==> config.mk <==
export PLATFORM = sky130hd
export DESIGN_NAME = booth2_mul_arb
export DESIGN_NICKNAME = d
export VERILOG_FILES = /design/src/rtl/booth2_mul_arb.sv
export SDC_FILE = /design/constraint.sdc
export NUM_CORES = 1
export LEC_CHECK = 0
export ABC_CLOCK_PERIOD_IN_PS = 3270
export CORE_MARGIN = 8
export CORE_UTILIZATION = 52
export DETAILED_ROUTE_END_ITERATION = 10
export GPL_TIMING_DRIVEN = 1
export PLACE_DENSITY = 0.85
export SLEW_MARGIN = 20
export SYNTH_ARGS = -nofsm -noshare
export SYNTH_HDL_FRONTEND = slang
export SYNTH_SLANG_ARGS = --single-unit
==> constraint.sdc <==
create_clock -name clk -period 3.27 [get_ports clk]
set_input_delay 0.4905 -clock clk [delete_from_list [all_inputs] [get_ports clk]]
set_output_delay 0.4905 -clock clk [all_outputs]
set_load 0.005 [all_outputs]
==> src/rtl/booth2_mul_arb.sv <==
// booth2_mul_arb: two-requester front end for a shared 4x4 signed radix-4
// Booth multiplier. A request is latched in IDLE, Booth-encoded in ENC,
// summed by the cra partial-product adder in ADD, and held in RESP until
// the consumer takes it.
// Build option: define ARB_RR_EN for round-robin arbitration; otherwise
// port 0 has fixed priority.

// cra: sums the two Booth partial products (row 1 weighted by 4) with
// their negate bits. The e bits stand in for sign extension: each row gets
// a small constant in place of its replicated sign bit, and the two
// constants cancel mod 256. A 3:2 compressor merges the rows, then a ripple
// adder produces the 8-bit product.
module cra (
    input  logic [4:0] in0,
    input  logic [4:0] in1,
    input  logic [1:0] s,
    input  logic [1:0] e,
    output logic [7:0] sum
);
    logic [7:0] row_a;
    logic [7:0] row_b;
    logic [7:0] row_c;
    logic [7:0] cs_sum;
    logic [7:0] cs_carry;
    logic [7:0] rc_in;
    logic [7:0] rc_carry;

    // row_a = signed(in0) + 64; row_b = 4*signed(in1) - 64 (mod 256).
    // e is the complement of each row's sign bit, so bit 7 of row_b is
    // always 1.
    assign row_a = {1'b0, e[0], in0[4], in0[4], in0[3:0]};
    assign row_b = {e[1] | in1[4], e[1], in1[3:0], 2'b00};
    assign row_c = {5'b00000, s[1], 2'b00};

    genvar gi;
    generate
        for (gi = 0; gi < 8; gi++) begin : g_csa
            assign cs_sum[gi] = row_a[gi] ^ row_b[gi] ^ row_c[gi];
            if (gi < 7) begin : g_cy
                assign cs_carry[gi + 1] = (row_a[gi] & row_b[gi]) |
                                          (row_a[gi] & row_c[gi]) |
                                          (row_b[gi] & row_c[gi]);
            end
        end
    endgenerate

    // The free carry slot at bit 0 takes the row-0 negate bit.
    assign cs_carry[0] = s[0];
    assign rc_in       = cs_carry;
    assign rc_carry[0] = 1'b0;

    generate
        for (gi = 0; gi < 8; gi++) begin : g_rca
            assign sum[gi] = cs_sum[gi] ^ rc_in[gi] ^ rc_carry[gi];
            if (gi < 7) begin : g_cy
                assign rc_carry[gi + 1] = (cs_sum[gi] & rc_in[gi]) |
                                          (cs_sum[gi] & rc_carry[gi]) |
                                          (rc_in[gi] & rc_carry[gi]);
            end
        end
    endgenerate
endmodule

module booth2_mul_arb #(
    parameter int TAG_W = 2
) (
    input  logic             clk,
    input  logic             rst,
    input  logic             req0_valid,
    output logic             req0_ready,
    input  logic [3:0]       req0_a,
    input  logic [3:0]       req0_b,
    input  logic [TAG_W-1:0] req0_tag,
    input  logic             req1_valid,
    output logic             req1_ready,
    input  logic [3:0]       req1_a,
    input  logic [3:0]       req1_b,
    input  logic [TAG_W-1:0] req1_tag,
    output logic             rsp_valid,
    input  logic             rsp_ready,
    output logic [7:0]       rsp_prod,
    output logic             rsp_id,
    output logic [TAG_W-1:0] rsp_tag
);
    typedef enum logic [1:0] {IDLE, ENC, ADD, RESP} state_t;

    state_t           state_q, state_d;
    logic [3:0]       a_q, a_d;
    logic [3:0]       b_q, b_d;
    logic [TAG_W-1:0] tag_q, tag_d;
    logic             id_q, id_d;
    logic [4:0]       pp0_q, pp0_d;
    logic [4:0]       pp1_q, pp1_d;
    logic [1:0]       s_q, s_d;
    logic [1:0]       e_q, e_d;
    logic             rsp_valid_q, rsp_valid_d;
    logic [7:0]       rsp_prod_q, rsp_prod_d;
    logic             rsp_id_q, rsp_id_d;
    logic [TAG_W-1:0] rsp_tag_q, rsp_tag_d;
`ifdef ARB_RR_EN
    logic             ptr_q, ptr_d;
`endif

    logic             grant0;
    logic             grant1;
    logic [4:0]       b_ext;
    logic [4:0]       pp_enc [2];
    logic [1:0]       s_enc;
    logic [1:0]       e_enc;
    logic [7:0]       cra_sum;

    // Booth digit i looks at multiplier bits (2i+1, 2i, 2i-1), with b[-1]=0.
    assign b_ext = {b_q, 1'b0};

    genvar gi;
    generate
        for (gi = 0; gi < 2; gi++) begin : g_booth
            logic [2:0] trip;
            logic       one;
            logic       two;
            logic       neg;
            logic [4:0] mag;

            assign trip = b_ext[2*gi+2 -: 3];
            assign one  = trip[1] ^ trip[0];
            assign two  = (trip[2] & ~trip[1] & ~trip[0]) |
                          (~trip[2] & trip[1] & trip[0]);
            // 3'b111 is digit 0, so it must not raise neg.
            assign neg  = trip[2] & ~(trip[1] & trip[0]);
            assign mag  = one ? {a_q[3], a_q} : (two ? {a_q, 1'b0} : 5'd0);
            assign pp_enc[gi] = mag ^ {5{neg}};
            assign s_enc[gi]  = neg;
            assign e_enc[gi]  = ~pp_enc[gi][4];
        end
    endgenerate

    cra u_cra (
        .in0 (pp0_q),
        .in1 (pp1_q),
        .s   (s_q),
        .e   (e_q),
        .sum (cra_sum)
    );

    // Arbitration: which valid port would win if we were idle.
    always_comb begin
`ifdef ARB_RR_EN
        grant0 = req0_valid & (~req1_valid | ~ptr_q);
        grant1 = req1_valid & (~req0_valid | ptr_q);
`else
        grant0 = req0_valid;
        grant1 = req1_valid & ~req0_valid;
`endif
    end

    // Next-state, datapath captures and ready outputs.
    always_comb begin
        state_d     = state_q;
        a_d         = a_q;
        b_d         = b_q;
        tag_d       = tag_q;
        id_d        = id_q;
        pp0_d       = pp0_q;
        pp1_d       = pp1_q;
        s_d         = s_q;
        e_d         = e_q;
        rsp_valid_d = rsp_valid_q;
        rsp_prod_d  = rsp_prod_q;
        rsp_id_d    = rsp_id_q;
        rsp_tag_d   = rsp_tag_q;
`ifdef ARB_RR_EN
        ptr_d       = ptr_q;
`endif
        req0_ready  = 1'b0;
        req1_ready  = 1'b0;

        case (state_q)
            IDLE: begin
                req0_ready = grant0 & ~rst;
                req1_ready = grant1 & ~rst;
                if (grant0) begin
                    a_d     = req0_a;
                    b_d     = req0_b;
                    tag_d   = req0_tag;
                    id_d    = 1'b0;
                    state_d = ENC;
`ifdef ARB_RR_EN
                    ptr_d   = 1'b1;
`endif
                end else if (grant1) begin
                    a_d     = req1_a;
                    b_d     = req1_b;
                    tag_d   = req1_tag;
                    id_d    = 1'b1;
                    state_d = ENC;
`ifdef ARB_RR_EN
                    ptr_d   = 1'b0;
`endif
                end
            end
            ENC: begin
                pp0_d   = pp_enc[0];
                pp1_d   = pp_enc[1];
                s_d     = s_enc;
                e_d     = e_enc;
                state_d = ADD;
            end
            ADD: begin
                rsp_prod_d  = cra_sum;
                rsp_id_d    = id_q;
                rsp_tag_d   = tag_q;
                rsp_valid_d = 1'b1;
                state_d     = RESP;
            end
            RESP: begin
                if (rsp_ready) begin
                    rsp_valid_d = 1'b0;
                    state_d     = IDLE;
                end
            end
            default: state_d = IDLE;
        endcase
    end

    // State and datapath registers; reset abandons any operation in flight.
    always_ff @(posedge clk or posedge rst) begin
        if (rst) begin
            state_q     <= IDLE;
            a_q         <= '0;
            b_q         <= '0;
            tag_q       <= '0;
            id_q        <= 1'b0;
            pp0_q       <= '0;
            pp1_q       <= '0;
            s_q         <= '0;
            e_q         <= '0;
            rsp_valid_q <= 1'b0;
            rsp_prod_q  <= '0;
            rsp_id_q    <= 1'b0;
            rsp_tag_q   <= '0;
`ifdef ARB_RR_EN
            ptr_q       <= 1'b0;
`endif
        end else begin
            state_q     <= state_d;
            a_q         <= a_d;
            b_q         <= b_d;
            tag_q       <= tag_d;
            id_q        <= id_d;
            pp0_q       <= pp0_d;
            pp1_q       <= pp1_d;
            s_q         <= s_d;
            e_q         <= e_d;
            rsp_valid_q <= rsp_valid_d;
            rsp_prod_q  <= rsp_prod_d;
            rsp_id_q    <= rsp_id_d;
            rsp_tag_q   <= rsp_tag_d;
`ifdef ARB_RR_EN
            ptr_q       <= ptr_d;
`endif
        end
    end

    assign rsp_valid = rsp_valid_q;
    assign rsp_prod  = rsp_prod_q;
    assign rsp_id    = rsp_id_q;
    assign rsp_tag   = rsp_tag_q;
endmodule

# After elaboration in Yosys (flattened, before gate mapping)
# Index checks and enable logic that the tools add are counted.
[totals]
reg_bits = 39
latch_bits = 0
ramBits = 0
romBits = 0
in_bits = 25
out_inout_bits = 14
word_cells = 119
memories = 0
[op_classes]
add_sub_neg = 0
mul = 0
div = 0
n_lt_le_gt_ge = 0
eq_ne = 5
shifts = 0
mux = 20
n_bitwise = 75
n_reduce_logical = 6
[ops]
columns = ["op", "count"]
rows = [
  ["1-bit bitwise AND", 32],
  ["5-bit two-way mux", 4],
  ["1-bit bitwise XOR", 20],
  ["4-bit two-way mux", 4],
  ["1-bit OR", 12],
  ["2-bit two-way mux", 5],
  ["5-bit bitwise XOR", 2],
  ["1-bit NOT", 9],
  ["2-bit case mux with 4 select lines", 1],
  ["2-bit AND reduction", 3],
  ["1-bit two-way mux", 5],
  ["2-bit == test, second input constant", 2],
  ["2-bit nonzero test", 2],
  ["3-bit inequality test, second input constant", 1],
  ["2-bit by 1-bit == test with 1-bit output, second input constant", 1],
  ["2-bit logical NOT", 1],
  ["2-bit inequality test, second input constant", 1],
  ["1-bit case mux with 2 select lines", 1],
]

# Logic depth before layout (Yosys ltp)
# Gate-level depths: netlist of the first run.
[depth]
depth_word = 16
mapped_depth = 11

# Modules after synthesis
# Synthesis of the first run repeated with hierarchy kept, for this count alone.
[unflattened]
hier_cells = 198
area_unflattened_um2 = 2113.3
[modules_own_cells]
columns = ["module", "n_inst", "cells_each", "area_per_inst_um2", "seq_area_each_um2"]
rows = [
  ["booth2_mul_arb", 1, 169, 1854.3, 975.9],
  ["cra", 1, 29, 259.0, 0.0],
]

# Worst setup path before layout of the first run
# Ideal clock, no wire load.
[synth_path]
path_type = "reg-to-reg"
startpoint = "reg pp0_q[2]"
endpoint = "reg rsp_prod_q[7], in the netlist rsp_prod[7]"
setup_ps = 125
arrival_ps = 2619
t_required_ps = 3145
slack_ps = 526
stages_incl_launch_ff = 12
n_path_buf = 0
path_cell_list = "dfrtp_1 -> inv_1 -> fa_1 -> inv_1 -> ha_1 -> fa_1 -> inv_1 -> fa_1 -> fa_1 -> fa_1 -> nor3_1 -> o31ai_1"
[synth_between]
elab_chain_cells = 16
word_cells_on_any_way = 25
[synth_lines]
columns = ["item", "line", "rtl"]
rows = [
  ["start: declaration", "92", "logic [4:0] pp0_q, pp0_d;"],
  ["start signal: assignment", "250", "pp0_q <= pp0_d;"],
  ["1-bit bitwise AND (tied with other cells)", "40", "assign cs_carry[gi + 1] = (row_a[gi] & row_b[gi]) |"],
  ["1-bit OR or 1-bit bitwise XOR (tied branches)", "40, 38", ""],
  ["1-bit OR or 1-bit bitwise AND (tied branches)", "41, 57", ""],
  ["1-bit bitwise AND, on equally long branches", "56, 57", ""],
  ["1-bit OR", "56", "assign rc_carry[gi + 1] = (cs_sum[gi] & rc_in[gi]) |"],
  ["1-bit OR (*)", "57", "(cs_sum[gi] & rc_carry[gi]) |"],
  ["1-bit bitwise AND", "57", ""],
  ["1-bit OR", "56", ""],
  ["1-bit OR (*)", "57", ""],
  ["1-bit bitwise AND", "57", ""],
  ["1-bit OR", "56", ""],
  ["1-bit OR (*)", "57", ""],
  ["1-bit bitwise AND", "57", ""],
  ["1-bit OR", "56", ""],
  ["1-bit OR (*)", "57", ""],
  ["1-bit bitwise XOR (*)", "54", "assign sum[gi] = cs_sum[gi] ^ rc_in[gi] ^ rc_carry[gi];"],
  ["end signal: assignment", "255", "rsp_prod_q <= rsp_prod_d;"],
  ["end: declaration", "97", "logic [7:0] rsp_prod_q, rsp_prod_d;"],
]
# Mark *: on every way between the ends. The rest lies on a longest branch, timed or not.
# A chain may end at the register's enable or synchronous reset.

# Worst setup path after layout of the first run
[layout_path]
startpoint = "reg pp1_q[0]"
endpoint = "reg rsp_prod_q[7], in the netlist rsp_prod[7]"
[layout_between]
elab_chain_cells = 16
word_cells_on_any_way = 25
[layout_lines]
columns = ["item", "line", "rtl"]
rows = [
  ["start: declaration", "93", "logic [4:0] pp1_q, pp1_d;"],
  ["start signal: assignment", "251", "pp1_q <= pp1_d;"],
  ["1-bit bitwise AND or 1-bit bitwise XOR (tied branches)", "40, 38", ""],
  ["1-bit OR or 1-bit bitwise XOR (tied branches)", "40, 38", ""],
  ["1-bit OR or 1-bit bitwise AND (tied branches)", "41, 57", ""],
  ["1-bit bitwise AND, on equally long branches", "56, 57", ""],
  ["1-bit OR", "56", ""],
  ["1-bit OR (*)", "57", ""],
  ["1-bit bitwise AND", "57", ""],
  ["1-bit OR", "56", ""],
  ["1-bit OR (*)", "57", ""],
  ["1-bit bitwise AND", "57", ""],
  ["1-bit OR", "56", ""],
  ["1-bit OR (*)", "57", ""],
  ["1-bit bitwise AND", "57", ""],
  ["1-bit OR", "56", ""],
  ["1-bit OR (*)", "57", ""],
  ["1-bit bitwise XOR (*)", "54", ""],
]
# Marks and branches as above.

==> summary.log, run 1 <==
qor: global_routing.grt_pass1_vias 1596
qor: placement.port_buffers 38
qor: worst_setup_path.path_buf_inv 3
qor: placement.numPlacedInstances 280
qor: logic_synthesis.mappedNetlistNets 240
qor: detailed_routing.drt_iter0_markers 52
qor: worst_setup_path.critPathLaunch pp1_q[0]
qor: status.status complete, no violations
qor: timing.fin_crit 2880 ps
qor: power_and_ir_drop.power.switching_fraction 0.391
qor: clock_tree.cts_hold_buf 0
qor: clock_tree.post_cts.resized_instances 0
qor: power_and_ir_drop.power_frac_clock 0.118
qor: global_routing.grt_first_pass_wirelength 7330 µm
qor: detailed_routing.drt.antenna.violating_nets 0
qor: worst_setup_path.r2r-start pp1_q[0]
qor: timing.setup_viol_count_final 0
qor: cells_and_area.design.final.nets 278
qor: timing.hold_violations 0
qor: clock_tree.clock_network_latency_to_the_later_pin_of_the_worst_skew_pair 290 ps
qor: global_routing.global_route_congestion_overflow_total 0
qor: worst_setup_path.cp-end-kind register
qor: placement.worst_setup_slack_before_clock_tree_synthesis 353 ps
qor: timing.maximum_clock_rate 0.347 GHz
qor: placement.detailed_place_hpwl 3150 µm
qor: logic_synthesis.ys_warn_count 0
qor: job.max-cap-violations 0
qor: clock_tree.cts_buffers 5
qor: floorplan.floorplan.die.width 80.6 µm
qor: worst_setup_path.worst_r2r_path_depth 11
qor: global_routing.layer_with_the_highest_usage met2
qor: worst_setup_path.largest_delay_contributor_family_on_the_critical_path adder cells
qor: logic_synthesis.synthSimpleGateAreaFrac 0.104
qor: worst_setup_path.crit_path_max_incr_delay 410 ps
qor: clock_tree.cts.root.buffer_cell sky130_fd_sc_hd__clkbuf_8
qor: clock_tree.cts_htree_levels 2
qor: clock_tree.tritoncts_num_sinks 39
qor: timing.clock-skew-final 4.16 ps
qor: clock_tree.cts_setup_buffers 0
qor: clock_tree.clock_path_buffers 2
qor: timing.timing.slew.headroom 0.563
qor: worst_setup_path.critical_path_arrival 3060 ps
qor: timing.final_min_period_over_clock_period 0.882
qor: logic_synthesis.asyncSetResetFlopFracSynth 1.00
qor: timing.worst_setup_slack_final 385 ps
qor: worst_setup_path.critical_path_class register to register
qor: hold_path.holdCritPathClass register to register
qor: detailed_routing.wirelength 4070 µm
qor: worst_setup_path.critical-path-slowest-cell sky130_fd_sc_hd__fa_1
qor: global_routing.global_route.usage.met1 0.161
qor: worst_setup_path.worst_setup_path_endpoint rsp_prod[7]
qor: power_and_ir_drop.powerDensity 983 nW/µm²
qor: detailed_routing.count_of_tritonroute_iterations_in_the_first_routing_pass 4
qor: floorplan.start_util 0.542
qor: clock_tree.cts.clk_slew.worst_paths 70 ps
qor: power_and_ir_drop.pwr-share-comb 0.522
qor: power_and_ir_drop.netSwitchingPower 1.02 mW
qor: global_routing.grt_start_max_net_pins 40
qor: worst_setup_path.worst_r2r_endpoint rsp_prod[7]
qor: logic_synthesis.synthAdderAreaFrac 0.110
qor: global_routing.grt_antenna_before_repair 0
qor: timing.final-max-slew-violation-count 0
qor: timing.unrepaired_setup_endpoints_after_global_routing no
qor: cells_and_area.layout.cells.most_common sky130_fd_sc_hd__dfrtp_1
qor: logic_synthesis.syn_inst 199
qor: worst_setup_path.crit_path_frequent_cell sky130_fd_sc_hd__fa_1
qor: logic_synthesis.muxShareOfSynthArea 0.107
qor: power_and_ir_drop.power.sequential.fraction 0.360
qor: cells_and_area.antenna-diode-count 0
qor: power_and_ir_drop.p_int 1.59 mW
qor: detailed_routing.post-route-drc-count 0
qor: placement.gp_congestion 0.772
qor: floorplan.top_level_ports 39
qor: global_routing.grt.met3_usage 0.0625
qor: detailed_routing.route.detailed.vias_per_inst 5.29
qor: logic_synthesis.yosys_register_bits 39
qor: floorplan.fp.dieArea 6490 µm²
qor: global_routing.grtUsageTotal 0.141
qor: clock_tree.tritoncts done
qor: logic_synthesis.synth.cell_area 2170 µm²
qor: logic_synthesis.synth_compound_gate_area_share 0.144
qor: floorplan.die-height 80.6 µm
qor: logic_synthesis.largest_family_of_logic_cells_by_synthesized_area compound AO/OA/AOI/OAI gates
qor: worst_setup_path.cp_cell_sequence inv_1 -> fa_1 -> inv_1 -> ha_1 -> fa_1 -> inv_1 -> fa_1 -> fa_1 -> fa_1 -> nor3_1 -> o31ai_1
qor: worst_setup_path.worstPathMaxFanout 2
qor: detailed_routing.post_drt_wl_per_cell 14.1 µm
qor: logic_synthesis.synth_cell_types 43
qor: global_routing.grt_use_met2 0.234
qor: cells_and_area.layout.cells.non_filler 288
qor: power_and_ir_drop.finalPower 2.61 mW
qor: timing.final.setup.tns 0 ps
qor: logic_synthesis.synth_enable_flop_cells 0
qor: worst_setup_path.cp.required 3450 ps
qor: cells_and_area.drive_gt1_frac 0.101
qor: timing.worst_slew_pin_slew 656 ps
qor: logic_synthesis.syn_area_per_cell 10.9 µm²
qor: logic_synthesis.synth_seq_area_share 0.450
qor: worst_setup_path.setup.reg_to_reg.worst_slack 390 ps
qor: logic_synthesis.yosys_most_used_dff sky130_fd_sc_hd__dfrtp_1
qor: worst_setup_path.worst_setup_path_start_kind register
qor: cells_and_area.flow.area_growth_from_synthesis 22.3%
qor: floorplan.fp-row-count 23
qor: detailed_routing.num_vias 1523
qor: cells_and_area.layout_common_cells 39 x sky130_fd_sc_hd__dfrtp_1, 38 x sky130_fd_sc_hd__clkdlybuf4s50_1, 19 x sky130_fd_sc_hd__nand2_1
qor: floorplan.core 4000 µm²
qor: power_and_ir_drop.vdd.ir_drop.worst 511 µV
qor: power_and_ir_drop.leakage_power_of_the_design 1.21 nW
qor: logic_synthesis.share_of_the_synthesized_netlist_area_taken_by_xor_and_xnor_gates 0.0242
qor: worst_setup_path.critical_path_cell_count 11
worst min-delay path by stage:
stage	start	to	slack, ps	depth (start not counted)
2_1_floorplan	tag_q[1]	tag_q[1]	450	2
3_3_place_gp	s_q[1]	s_q[1]	460	1
3_5_place_dp	rsp_tag[0]	rsp_tag[0]	480	1
4_1_cts	tag_q[0]	tag_q[0]	500	2
5_1_grt	tag_q[0]	tag_q[0]	520	2
6_report	rsp_prod[1]	rsp_prod[1]	490	1
kinds of logic after synthesis:
kind of cell / after synthesis
xor+xnor: 6
mux: 22
simple gates: 44
compound gates: 44
buf+inv: 28
fa+ha+maj: 16
flops: 39
Yosys cell counts, types with 2 or more instances:
master,count,area share
sky130_fd_sc_hd__a21oi_1,10,0.023
sky130_fd_sc_hd__buf_2,6,0.014
sky130_fd_sc_hd__inv_1,16,0.028
sky130_fd_sc_hd__fa_1,5,0.046
sky130_fd_sc_hd__nand2b_1,2,0.0058
sky130_fd_sc_hd__xnor2_1,2,0.0081
sky130_fd_sc_hd__xor2_1,4,0.016
sky130_fd_sc_hd__inv_2,2,0.0035
sky130_fd_sc_hd__ha_1,11,0.063
sky130_fd_sc_hd__o311ai_2,3,0.023
sky130_fd_sc_hd__dfrtp_1,39,0.45
sky130_fd_sc_hd__o21a_1,2,0.0069
sky130_fd_sc_hd__o21ai_1,13,0.030
sky130_fd_sc_hd__buf_4,3,0.010
sky130_fd_sc_hd__mux2i_1,13,0.060
sky130_fd_sc_hd__mux2_2,5,0.026
sky130_fd_sc_hd__nor2_1,11,0.019
sky130_fd_sc_hd__o21ai_0,3,0.0069
sky130_fd_sc_hd__mux2_1,4,0.021
sky130_fd_sc_hd__nand2_1,19,0.033
sky130_fd_sc_hd__a31oi_1,2,0.0058
sky130_fd_sc_hd__a2bb2oi_1,3,0.012
metrics by stage:
stage	instance area (µm²)	hold WS (ps)	utilization
finish	2650	493	0.663
global route	2650	515	0.663
CTS	2650	496	0.663
detailed placement	2570	479	0.642
global placement	2570	465	0.642
floorplan	2170	450	-
routing by layer:
metal  wire [µm]  share of wire
met1        1800           0.44
met2        1940           0.48
met3         308          0.076
met4          31         0.0076
met5           0              0
flip-flops by register name (all words and copies together) (netlist names), 4 cells and up:
name,cells
rsp_prod,8
pp0_q,5
pp1_q,5
a_q,4
b_q,4
final cells by class:
class | count | area (µm²)
clock buffer | 7 | 76.3
clock inverter | 1 | 5.00
fill | 328 | 1350
inverter | 18 | 67.6
multi-input combinational | 132 | 1060
sequential | 39 | 976
tap | 50 | 62.6
timing repair buffer | 41 | 403
power groups by stage:
stage,Combinational (mW),Clock [mW],Sequential [mW]
5_1_grt,1.56,0.337,0.979
2_1_floorplan,1.05,0,0.883
3_5_place_dp,1.38,0,0.947
4_1_cts,1.39,0.319,0.939
3_3_place_gp,1.32,0,0.930
6_report,1.36,0.307,0.938
Note: power is estimated with default switching activity, not from simulation.
==> run 2, diff against run 1 <==
Settings changed: RECOVER_POWER set to 100.
==> run 2 against run 1 <==
Net effect:
- the run now ends with max-capacitance violations, max-slew violations left
- non-clock buffer count is the same
- design area is 1.3% lower
- sequential share of layout area grew 0.48 points
- clock skew up 0.89 ps
- combinational power shrank 7%
- final cell count is the same
- sequential cell count is the same
- maximum frequency shrank 0.52%
- utilization fell by 0.84 points
- via count decreased by 0.26%
- sequential power is essentially flat
- highest routed layer unchanged
==> summary.log, run 2 (synthesis gave the netlist of run 1 again) <==
qor: power_and_ir_drop.powerDensity 960 nW/µm² [was 983 nW/µm²]
qor: floorplan.core 4000 µm² [unchanged]
qor: floorplan.fp-row-count 23 [unchanged]
qor: worst_setup_path.crit_path_frequent_cell sky130_fd_sc_hd__fa_1 [unchanged]
qor: worst_setup_path.critical_path_class register to register [unchanged]
qor: worst_setup_path.cp-end-kind register [unchanged]
qor: cells_and_area.layout.cells.most_common sky130_fd_sc_hd__dfrtp_1 [unchanged]
qor: worst_setup_path.crit_path_max_incr_delay 410 ps [about the same]
qor: detailed_routing.drt_iter0_markers 52 [unchanged]
qor: placement.gp_congestion 0.772 [unchanged]
qor: timing.clock-skew-final 5.05 ps [was 4.16 ps]
qor: timing.final.setup.tns 0 ps [unchanged]
qor: status.failed_checks max-capacitance violations, max-slew violations
qor: timing.final_min_period_over_clock_period 0.887 [was 0.882]
qor: detailed_routing.routed-wl-met3 296 µm [was 308 µm]
qor: clock_tree.clock_path_buffers 2 [unchanged]
qor: clock_tree.tritoncts_num_sinks 39 [unchanged]
qor: clock_tree.cts_hold_buf 0 [unchanged]
qor: cells_and_area.design.final.nets 278 [unchanged]
qor: cells_and_area.flow.area_growth_from_synthesis 20.7% [was 22.3%]
qor: global_routing.grt_pass1_vias 1596 [unchanged]
qor: power_and_ir_drop.finalPower 2.51 mW [was 2.61 mW]
qor: timing.final-max-slew-violation-count 40 [was 0]
qor: cells_and_area.drive_gt1_frac 0.0714 [was 0.101]
qor: timing.hold_violations 0 [unchanged]
qor: job.max-cap-violations 1 [was 0]
qor: detailed_routing.routed.top_layer met4 [unchanged]
qor: hold_path.holdCritPathClass register to register [unchanged]
qor: worst_setup_path.cp.required 3440 ps [was 3450 ps]
qor: clock_tree.tritoncts done [unchanged]
qor: worst_setup_path.path_buf_inv 3 [unchanged]
qor: detailed_routing.num_vias 1519 [was 1523]
qor: detailed_routing.metal1_wirelength 1800 µm [about the same]
qor: worst_setup_path.cp_cell_sequence inv_1 -> fa_1 -> inv_1 -> ha_1 -> fa_1 -> inv_1 -> fa_1 -> fa_1 -> fa_1 -> nor3_1 -> o31ai_1 [unchanged]
qor: detailed_routing.drt.antenna.violating_nets 0 [unchanged]
qor: cells_and_area.largest_register_ffs 8 [unchanged]
qor: clock_tree.cts.clk_slew.worst_paths 70 ps [about the same]
qor: clock_tree.cts_setup_buffers 0 [unchanged]
qor: clock_tree.cts.root.buffer_cell sky130_fd_sc_hd__clkbuf_8 [unchanged]
qor: floorplan.top_level_ports 39 [unchanged]
qor: detailed_routing.wirelength 4080 µm [was 4070 µm]
qor: timing.maximum_clock_rate 0.345 GHz [was 0.347 GHz]
qor: timing.setup_viol_count_final 0 [unchanged]
qor: worst_setup_path.critical_path_cell_count 11 [unchanged]
qor: floorplan.fp.dieArea 6490 µm² [unchanged]
qor: detailed_routing.wl_met2 1960 µm [was 1940 µm]
qor: floorplan.die-height 80.6 µm [unchanged]
qor: worst_setup_path.critical_path_arrival 3070 ps [was 3060 ps]
qor: placement.detailed_place_hpwl 3150 µm [unchanged]
qor: worst_setup_path.worstPathMaxFanout 2 [unchanged]
qor: timing.timing.slew.headroom -0.405 [was 0.563]
qor: detailed_routing.post-route-drc-count 0 [unchanged]
qor: clock_tree.cts_htree_levels 2 [unchanged]
qor: worst_setup_path.worst_r2r_path_depth 11 [unchanged]
qor: floorplan.floorplan.die.width 80.6 µm [unchanged]
qor: global_routing.grt_first_pass_wirelength 7330 µm [unchanged]
qor: global_routing.global_route_congestion_overflow_total 0 [unchanged]
qor: timing.unrepaired_setup_endpoints_after_global_routing no [unchanged]
qor: global_routing.grt_start_max_net_pins 40 [unchanged]
qor: hold_path.number_of_cells_traversed_by_the_worst_hold_path 1 [unchanged]
qor: cells_and_area.antenna-diode-count 0 [unchanged]
qor: status.status finished with violations [was complete, no violations]
qor: power_and_ir_drop.leakage_power_of_the_design 1.20 nW [was 1.21 nW]
qor: worst_setup_path.worst_setup_path_start_kind register [unchanged]
qor: global_routing.grtUsageTotal 0.141 [unchanged]
qor: clock_tree.cts_buffers 5 [unchanged]
qor: detailed_routing.post_drt_wl_per_cell 14.2 µm [was 14.1 µm]
qor: worst_setup_path.critical-path-slowest-cell sky130_fd_sc_hd__fa_1 [unchanged]
qor: global_routing.grt_antenna_before_repair 0 [unchanged]
qor: detailed_routing.route.detailed.vias_per_inst 5.27 [was 5.29]
qor: cells_and_area.layout_common_cells 39 x sky130_fd_sc_hd__dfrtp_1, 22 x sky130_fd_sc_hd__clkdlybuf4s50_1, 19 x sky130_fd_sc_hd__nand2_1 [was 39 x sky130_fd_sc_hd__dfrtp_1, 38 x sky130_fd_sc_hd__clkdlybuf4s50_1, 19 x sky130_fd_sc_hd__nand2_1]
qor: timing.fin_crit 2900 ps [was 2880 ps]
qor: clock_tree.post_cts.resized_instances 0 [unchanged]
qor: detailed_routing.count_of_tritonroute_iterations_in_the_first_routing_pass 4 [unchanged]
qor: worst_setup_path.largest_delay_contributor_family_on_the_critical_path adder cells [unchanged]
qor: clock_tree.clock_network_latency_to_the_later_pin_of_the_worst_skew_pair 290 ps [about the same]
qor: floorplan.start_util 0.542 [unchanged]
qor: power_and_ir_drop.vdd.ir_drop.worst 500 µV [was 511 µV]
qor: placement.port_buffers 38 [unchanged]
qor: timing.worst_slew_pin_slew 2110 ps [was 656 ps]
==> run 2: changes by cell type in the layout (fill, tap and decap cells not counted) <==
cell                              before  now
sky130_fd_sc_hd__buf_4                 3    0
sky130_fd_sc_hd__clkbuf_1              2    5
sky130_fd_sc_hd__clkdlybuf4s50_1      38   22
sky130_fd_sc_hd__dlygate4sd3_1         0   16
sky130_fd_sc_hd__inv_1                16   17
sky130_fd_sc_hd__inv_2                 2    1
sky130_fd_sc_hd__o21ai_0               3   13
sky130_fd_sc_hd__o21ai_1              13    3
sky130_fd_sc_hd__o311ai_0              0    3
sky130_fd_sc_hd__o311ai_2              3    0
==> run 2: final timing paths <==
check / slack (ps) / startpoint / endpoint
max: 370 / pp1_q[0] / rsp_prod[7]
min: 490 / rsp_prod[1] / rsp_prod[1]
max reg2reg: 370 / pp1_q[0] / rsp_prod[7]
min reg2reg: 490 / rsp_prod[1] / rsp_prod[1]
max in group asynchronous: 600 / rst / pp0_q[3]
min in group asynchronous: 1470 / rst / id_q
==> run 2: area by class of cell <==
class | instances | area, µm²
fill | 337 | 1380
multi-input combinational | 132 | 1040
sequential | 39 | 976
timing repair buffer | 41 | 392
clock buffer | 7 | 76.3
inverter | 18 | 67.6
tap | 50 | 62.6
clock inverter | 1 | 5.00
==> run 2: through the flow <==
stage	worst slack, ps	hold WS, ps	cell area [µm²]	std cells	utilization
2_1_floorplan	526	450	2170	199	-
3_3_place_gp	470	465	2570	280	0.642
3_5_place_dp	353	479	2570	280	0.642
4_1_cts	356	496	2650	288	0.663
5_1_grt	155	511	2620	288	0.654
6_report	370	488	2620	288	0.654
==> run 2: routing by layer <==
layer  vias to the layer above  GRT usage
met5                         -          0
met4                         0     0.0382
met3                         4     0.0625
met2                        41      0.234
met1                       719      0.161
li1                        755          -
==> run 2: worst register-to-register path, stage by stage (launching register included) <==
cell and delay [ps]:
sky130_fd_sc_hd__dfrtp_1 380, sky130_fd_sc_hd__inv_1 80, sky130_fd_sc_hd__fa_1 410, sky130_fd_sc_hd__inv_1 70, sky130_fd_sc_hd__ha_1 160, sky130_fd_sc_hd__fa_1 160
sky130_fd_sc_hd__inv_1 50, sky130_fd_sc_hd__fa_1 370, sky130_fd_sc_hd__fa_1 410, sky130_fd_sc_hd__fa_1 400, sky130_fd_sc_hd__nor3_1 220, sky130_fd_sc_hd__o31ai_1 100
==> run 2: report_power, final <==
group | leakage, nW | switching (mW) | internal, mW
Clock | 0.0422 | 0.160 | 0.150
Combinational | 0.696 | 0.622 | 0.645
Sequential | 0.467 | 0.204 | 0.731
Total | 1.20 | 0.987 | 1.53
